$ cat config.mk
export PLATFORM = sky130hd
export DESIGN_NAME = demux_1to4_buf16
export DESIGN_NICKNAME = d
export VERILOG_FILES = /design/src/rtl/demux_1to4_buf16.sv
export SDC_FILE = /design/constraint.sdc
export NUM_CORES = 1
export LEC_CHECK = 0
export CORE_ASPECT_RATIO = 0.8
export CORE_UTILIZATION = 44
export CTS_BUF_LIST = sky130_fd_sc_hd__clkbuf_16
export DETAILED_ROUTE_END_ITERATION = 10
export GPL_ROUTABILITY_DRIVEN = 0
export PLACE_DENSITY = 0.76
export SLEW_MARGIN = 20
export SYNTH_ARGS = -nofsm -noshare
export SYNTH_HDL_FRONTEND = slang
export SYNTH_SLANG_ARGS = --single-unit
$ cat constraint.sdc
create_clock -name clk -period 3.5 [get_ports clk]
set_clock_uncertainty 0.05 [all_clocks]
set_input_delay 0.7 -clock clk [delete_from_list [all_inputs] [get_ports clk]]
set_output_delay 0.7 -clock clk [all_outputs]
set_load 0.03 [all_outputs]
$ cat src/rtl/demux_1to4_buf16.sv
`default_nettype none
// ============================================================================
// Module   : demux_1to4_buf16
// Purpose  : Buffered 1-to-4 demultiplexer. Steers one source word into one
//            of four single-entry holding slots, each with its own
//            valid/ready drain handshake. Slots drain independently.
// Options  : DEMUX_FLOW_THROUGH_EN - when defined, a full slot that is being
//            popped this cycle can be reloaded in the same cycle (adds a
//            combinational out_ready -> in_ready path).
// Revision : 1.0 - initial release
// ============================================================================
module demux_1to4_buf16 #(
  parameter int WIDTH = 16
) (
  input  logic             clk,
  input  logic             rst_n,
  input  logic             in_valid,
  output logic             in_ready,
  input  logic [1:0]       in_sel,
  input  logic [WIDTH-1:0] in_data,
  output logic [3:0]       out_valid,
  input  logic [3:0]       out_ready,
  output logic [WIDTH-1:0] out_data0,
  output logic [WIDTH-1:0] out_data1,
  output logic [WIDTH-1:0] out_data2,
  output logic [WIDTH-1:0] out_data3
);

  localparam int C_SLOTS = 4;

  logic [C_SLOTS-1:0] r_valid;
  logic [WIDTH-1:0]   r_data [C_SLOTS];

  logic               w_room;
  logic               w_accept;
  logic [C_SLOTS-1:0] w_load;
  logic [C_SLOTS-1:0] w_pop;

  // The addressed slot has room if it is empty, or (flow-through) if its
  // current word leaves this very cycle.
`ifdef DEMUX_FLOW_THROUGH_EN
  assign w_room = ~r_valid[in_sel] | out_ready[in_sel];
`else
  assign w_room = ~r_valid[in_sel];
`endif

  // Never advertise room while reset is held, so nothing is taken that the
  // reset is about to discard.
  assign in_ready = rst_n & w_room;
  assign w_accept = in_valid & in_ready;

  // One-hot load strobe for the addressed slot; stray out_ready on an empty
  // slot is masked off by the valid flag.
  assign w_load = {C_SLOTS{w_accept}} & (4'b0001 << in_sel);
  assign w_pop  = r_valid & out_ready;

  // Slot registers: reload wins over pop so a same-cycle pop and reload
  // leaves the slot full with the new word; data is kept after a pop.
  always_ff @(posedge clk) begin
    if (!rst_n) begin
      r_valid <= '0;
      for (int k = 0; k < C_SLOTS; k++) begin
        r_data[k] <= '0;
      end
    end else begin
      for (int k = 0; k < C_SLOTS; k++) begin
        if (w_load[k]) begin
          r_valid[k] <= 1'b1;
          r_data[k]  <= in_data;
        end else if (w_pop[k]) begin
          r_valid[k] <= 1'b0;
        end
      end
    end
  end

  assign out_valid = r_valid;
  assign out_data0 = r_data[0];
  assign out_data1 = r_data[1];
  assign out_data2 = r_data[2];
  assign out_data3 = r_data[3];

endmodule
`default_nettype wire
==> results.toml, run 1 <==
[yosys]
synthFlopType = "edfxtp_1"
syn-num-nets = 208
async_flop_share = 0
synth_edf_count = 64
synth_area_per_cell_sq_um = 14.0
ys_seq_area_frac = 0.780
synth_cells = 183
synth_area_sq_um = 2570
ys_types = 20
yosysWarnings = 0
synth_seq_cells = 68

[route]
via_per_inst = 4.85
via_count = 1781
wl_per_cell_um = 16.3
wl_um = 5980
drc_errors = 0
postRouteAntennaNets = 0
drtIter0Drc = 142
dr.pass1.iters = 4

[cells_and_area]
final_cell_mix = "93 x clkdlybuf4s50_1, 64 x edfxtp_1, 63 x nor2_1"
fin_nets = 309
postLayoutCellArea_sq_um = 3890
final_common_cell = "clkdlybuf4s50_1"
layout-drive-gt1-share = 0.0969
final_util = 0.704
area_growth_pct = 51.7
antenna_cells = 0

[status]
status = "finished clean"

[floorplanning]
die-width_um = 87.4
core_area_sq_um = 5530
io_pins = 94
start_util = 0.464
die_h_um = 70.3
std_cell_rows = 24
dieArea_sq_um = 6140

[worst_setup_path]
critPathMaxStageDelay_ps = 670
crit_chain = "clkdlybuf4s50_1 > mux4_2 > nor2b_1 > clkdlybuf4s50_1"
crit_start = "in_sel[1]"
r2r_end = "r_data[0][5]"
crit_arrival_ps = 2500
reg2regPathDepth = 3
path_common_cell = "clkdlybuf4s50_1"
critPathSlowestCell = "clkdlybuf4s50_1"
crit_path_start_kind = "input port"
cp_max_fo = 2
path_class = "in -> out"
cp_num_buf_inv = 2
cp-end-kind = "output port"
r2r-start = "out_valid[0]"
required_ps = 2750
reg2reg_slack_ps = 1680
cp_top_family = "buffers and inverters"

[grt]
antenna_found_initial = 0
grt_overflow_total = 0
grt_pass1_wl_um = 9310
first_global_vias = 1767
grt_max_degree = 18
grt_use_total = 0.215

[timing]
slew_violations = 0
setup_tns_ps = 0
rsz0062_at_grt = "false"
relSlewSlack = 0.466
finalHoldViolCount = 0
fmax_ghz = 0.308
layout_min_cycle_time_ps = 3250
setup_viol = 0
tightest_slew_ps = 797
min_period_over_period = 0.927

[clock_tree]
h-tree-depth = 3
hold_buffers = 0
cts_inserted_buffers = 9
cts_tree = "yes"
cts-resized-gates = 0
cts.sink_count = 68
clock_latency_ps = 330
cts.reportedPaths.clkPinSlew_ps = 60
postCtsSetupBuffers = 0
cts-root-buf = "clkbuf_16"
clk_path_buf_depth = 2

[hold_path]
hold_depth = 2
hp-start = "out_valid[3]"
hold_path.class = "reg -> reg"
hold_end = "out_valid[3]"

[power_and_ir_drop]
finalPower_uw = 2140
leakage_uw = 0.00140
ir_worst_vdd_mv = 0.320
power_density_nw_per_um2 = 549

[place]
place_area_sq_um = 3590
numPortBuffers = 93
dp_hpwl_um = 4030

[run]
drv_cap = 0
[tightest hold or removal path: stages (launching register included)]
cell and delay, ps:
dfxtp_1 330, nand2b_1 70, a21boi_0 70
[worst max path at each step]
stage                   endpoint  cells past startpoint
floorplan           r_data[2][0]                      4
global placement        in_ready                      4
detailed placement      in_ready                      4
CTS                     in_ready                      4
global route            in_ready                      4
finish                  in_ready                      4
[stage by stage]
step                      hold slack [ps]  setup slack [ps]  std cells
after floorplan                       573               689        183
after CTS                             469               241        367
after detailed placement              460               241        351
after global placement                464               239        351
after global routing                  522               201        367
final                                 467               254        367
[final cells by class]
type / instances / area [sq um]
Multi-Input combinational cell: 102 / 490
Tap cell: 78 / 97.6
Fill cell: 396 / 1630
Inverter: 1 / 3.75
Clock inverter: 7 / 75.1
Clock buffer: 9 / 225
Timing Repair Buffer: 102 / 998
Sequential cell: 68 / 2000
[cell families after synthesis]
family | share of synthesized area
DFF | 0.780
and+or+nand+nor | 0.169
muxes | 0.00878
buffers and inverters | 0.0288
AOI/OAI and AO/OA | 0.0137
[Yosys cell counts, types with 2 or more instances]
cell | number | share of area
dfxtp_1 | 4 | 0.031
buf_6 | 3 | 0.013
clkbuf_1 | 7 | 0.010
nand2_1 | 17 | 0.025
nand4b_1 | 2 | 0.0068
nand2b_1 | 3 | 0.0073
nor4bb_1 | 2 | 0.0078
o21a_1 | 3 | 0.0088
nor2b_1 | 4 | 0.0097
edfxtp_1 | 64 | 0.75
nor2_1 | 63 | 0.092
buf_2 | 2 | 0.0039
nand4bb_1 | 2 | 0.0088
[flip-flops by register name, indices dropped and copies added (netlist names)]
signal and count:
r_data 64, out_valid 4
[per-layer routing]
metal	track usage	vias up	part of all wire	wire [um]
li1	-	837	-	-
met1	0.275	847	0.42	2530
met2	0.334	91	0.49	2960
met3	0.0839	6	0.075	448
met4	0.0747	0	0.0077	46
met5	0	-	0	0
[report_power, final]
group	leakage [uW]	internal [uW]	total, uW	switching, uW
clock network	0.000138	554	901	346
logic	0.000570	115	282	167
registers	0.000694	937	953	16.0
Note: power is estimated with default switching activity, not from simulation.
==> run 2, diff against run 1 <==
--- a/config.mk
+++ b/config.mk
@@ -11,6 +11,7 @@
 export DETAILED_ROUTE_END_ITERATION = 10
 export GPL_ROUTABILITY_DRIVEN = 0
 export PLACE_DENSITY = 0.76
+export RECOVER_POWER = 25
 export SLEW_MARGIN = 20
 export SYNTH_ARGS = -nofsm -noshare
 export SYNTH_HDL_FRONTEND = slang
==> run 2 against run 1 <==
  * Worst hold slack got worse by 2.0 ps
  * Combinational power about the same
  * Largest cell class unchanged
  * Via count increased by 0.62%
  * Largest power group unchanged
  * Critical path type unchanged
  * Sequential power about the same
  * Die area unchanged
  * Setup slack improved by 1.1 ps
  * Clock power about the same
==> results.toml, run 2 (synthesis gave the netlist of run 1 again) <==
[clock_tree]
cts-resized-gates = 0
clk_path_buf_depth = 2
cts.reportedPaths.clkPinSlew_ps = 50
cts_inserted_buffers = 9
hold_buffers = 0
cts.sink_count = 68
cts_tree = "yes"
h-tree-depth = 3
postCtsSetupBuffers = 0
cts-root-buf = "clkbuf_16"
clock_latency_ps = 330

[cells_and_area]
fin_nets = 309
area_growth_pct = 51.0
postLayoutCellArea_sq_um = 3870
antenna_cells = 0
final_cell_mix = "91 x clkdlybuf4s50_1, 64 x nor2_1, 64 x edfxtp_1"
fin_cells = 367
layout-drive-gt1-share = 0.0796
final_common_cell = "clkdlybuf4s50_1"
regMostFlops = "r_data"
largest_register_ffs = 64

[worst_setup_path]
required_ps = 2750
cp_max_fo = 2
reg2reg_slack_ps = 1510
r2r-start = "out_valid[2]"
crit_arrival_ps = 2490
cp-end-kind = "output port"
r2r_end = "r_data[2][2]"
cp-endpoint = "in_ready"
reg2regPathDepth = 4
crit_start = "in_sel[1]"
crit_path_start_kind = "input port"
path_class = "in -> out"

[grt]
grt_overflow_total = 0
antenna_found_initial = 0
first_global_vias = 1767
grt_pass1_wl_um = 9310
grt_max_degree = 18
grt_use_total = 0.215

[hold_path]
hold_path.class = "reg -> reg"
hp-start = "out_valid[3]"

[floorplanning]
io_pins = 94
std_cell_rows = 24
start_util = 0.464
die-width_um = 87.4
core_area_sq_um = 5530
die_h_um = 70.3
dieArea_sq_um = 6140

[timing]
setup_viol = 0
slew_violations = 0
fmax_ghz = 0.308
layout_min_cycle_time_ps = 3240
tightest_slew_ps = 850
relSlewSlack = 0.433
finalHoldViolCount = 0
setup_tns_ps = 0
min_period_over_period = 0.927
rsz0062_at_grt = "false"

[route]
wl_um = 5990
drc_errors = 0
via_per_inst = 4.88
drtIter0Drc = 113
via_count = 1792
wl_per_cell_um = 16.3
dr.pass1.iters = 4
postRouteAntennaNets = 0

[power_and_ir_drop]
power_density_nw_per_um2 = 551
leakage_uw = 0.00139
ir_worst_vdd_mv = 0.307

[status]
status = "finished clean"

[place]
place_area_sq_um = 3590
dp_cells = 351
numPortBuffers = 93
dp_hpwl_um = 4030

[run]
drv_cap = 0
## run 2: worst max-delay path: stages
cell             delay, ps
clkdlybuf4s50_1        490
mux4_2                 510
nor2b_1                120
clkdlybuf4s50_1        670
## run 2: layer usage
metal | wire, um | share of wire | up-vias | global-route usage
met3 | 504 | 0.084 | 10 | 0.0839
met2 | 2890 | 0.48 | 93 | 0.334
met4 | 75 | 0.013 | 0 | 0.0747
met1 | 2520 | 0.42 | 851 | 0.275
met5 | 0 | 0 | - | 0
li1 | - | - | 838 | -
## run 2: area by class of cell
| type | instances | area (sq um) |
|---|---|---|
| Clock buffer | 9 | 225 |
| Clock inverter | 7 | 75.1 |
| Fill cell | 398 | 1650 |
| Inverter | 1 | 3.75 |
| Multi-Input combinational cell | 102 | 484 |
| Sequential cell | 68 | 2000 |
| Tap cell | 78 | 97.6 |
| Timing Repair Buffer | 102 | 987 |
## run 2: worst min path at each step
stage	end	slack [ps]	cells past startpoint
finish	out_valid[3]	470	2
global route	out_valid[3]	520	2
CTS	out_valid[3]	470	2
detailed placement	out_valid[3]	460	2
global placement	out_valid[3]	460	2
floorplan	out_valid[3]	570	2
## run 2: metrics by stage
stage	total power, uW	setup slack, ps	hold slack, ps	utilization
after floorplan	1120	689	573	-
after global placement	1250	239	464	0.650
after detailed placement	1250	241	460	0.650
after CTS	2150	241	469	0.704
after global routing	2190	201	522	0.701
final	2130	255	465	0.701
## run 2: where the power goes
part	switching, uW	internal, uW
clock network	349	554
registers	16.0	937
logic	166	113
total	531	1600
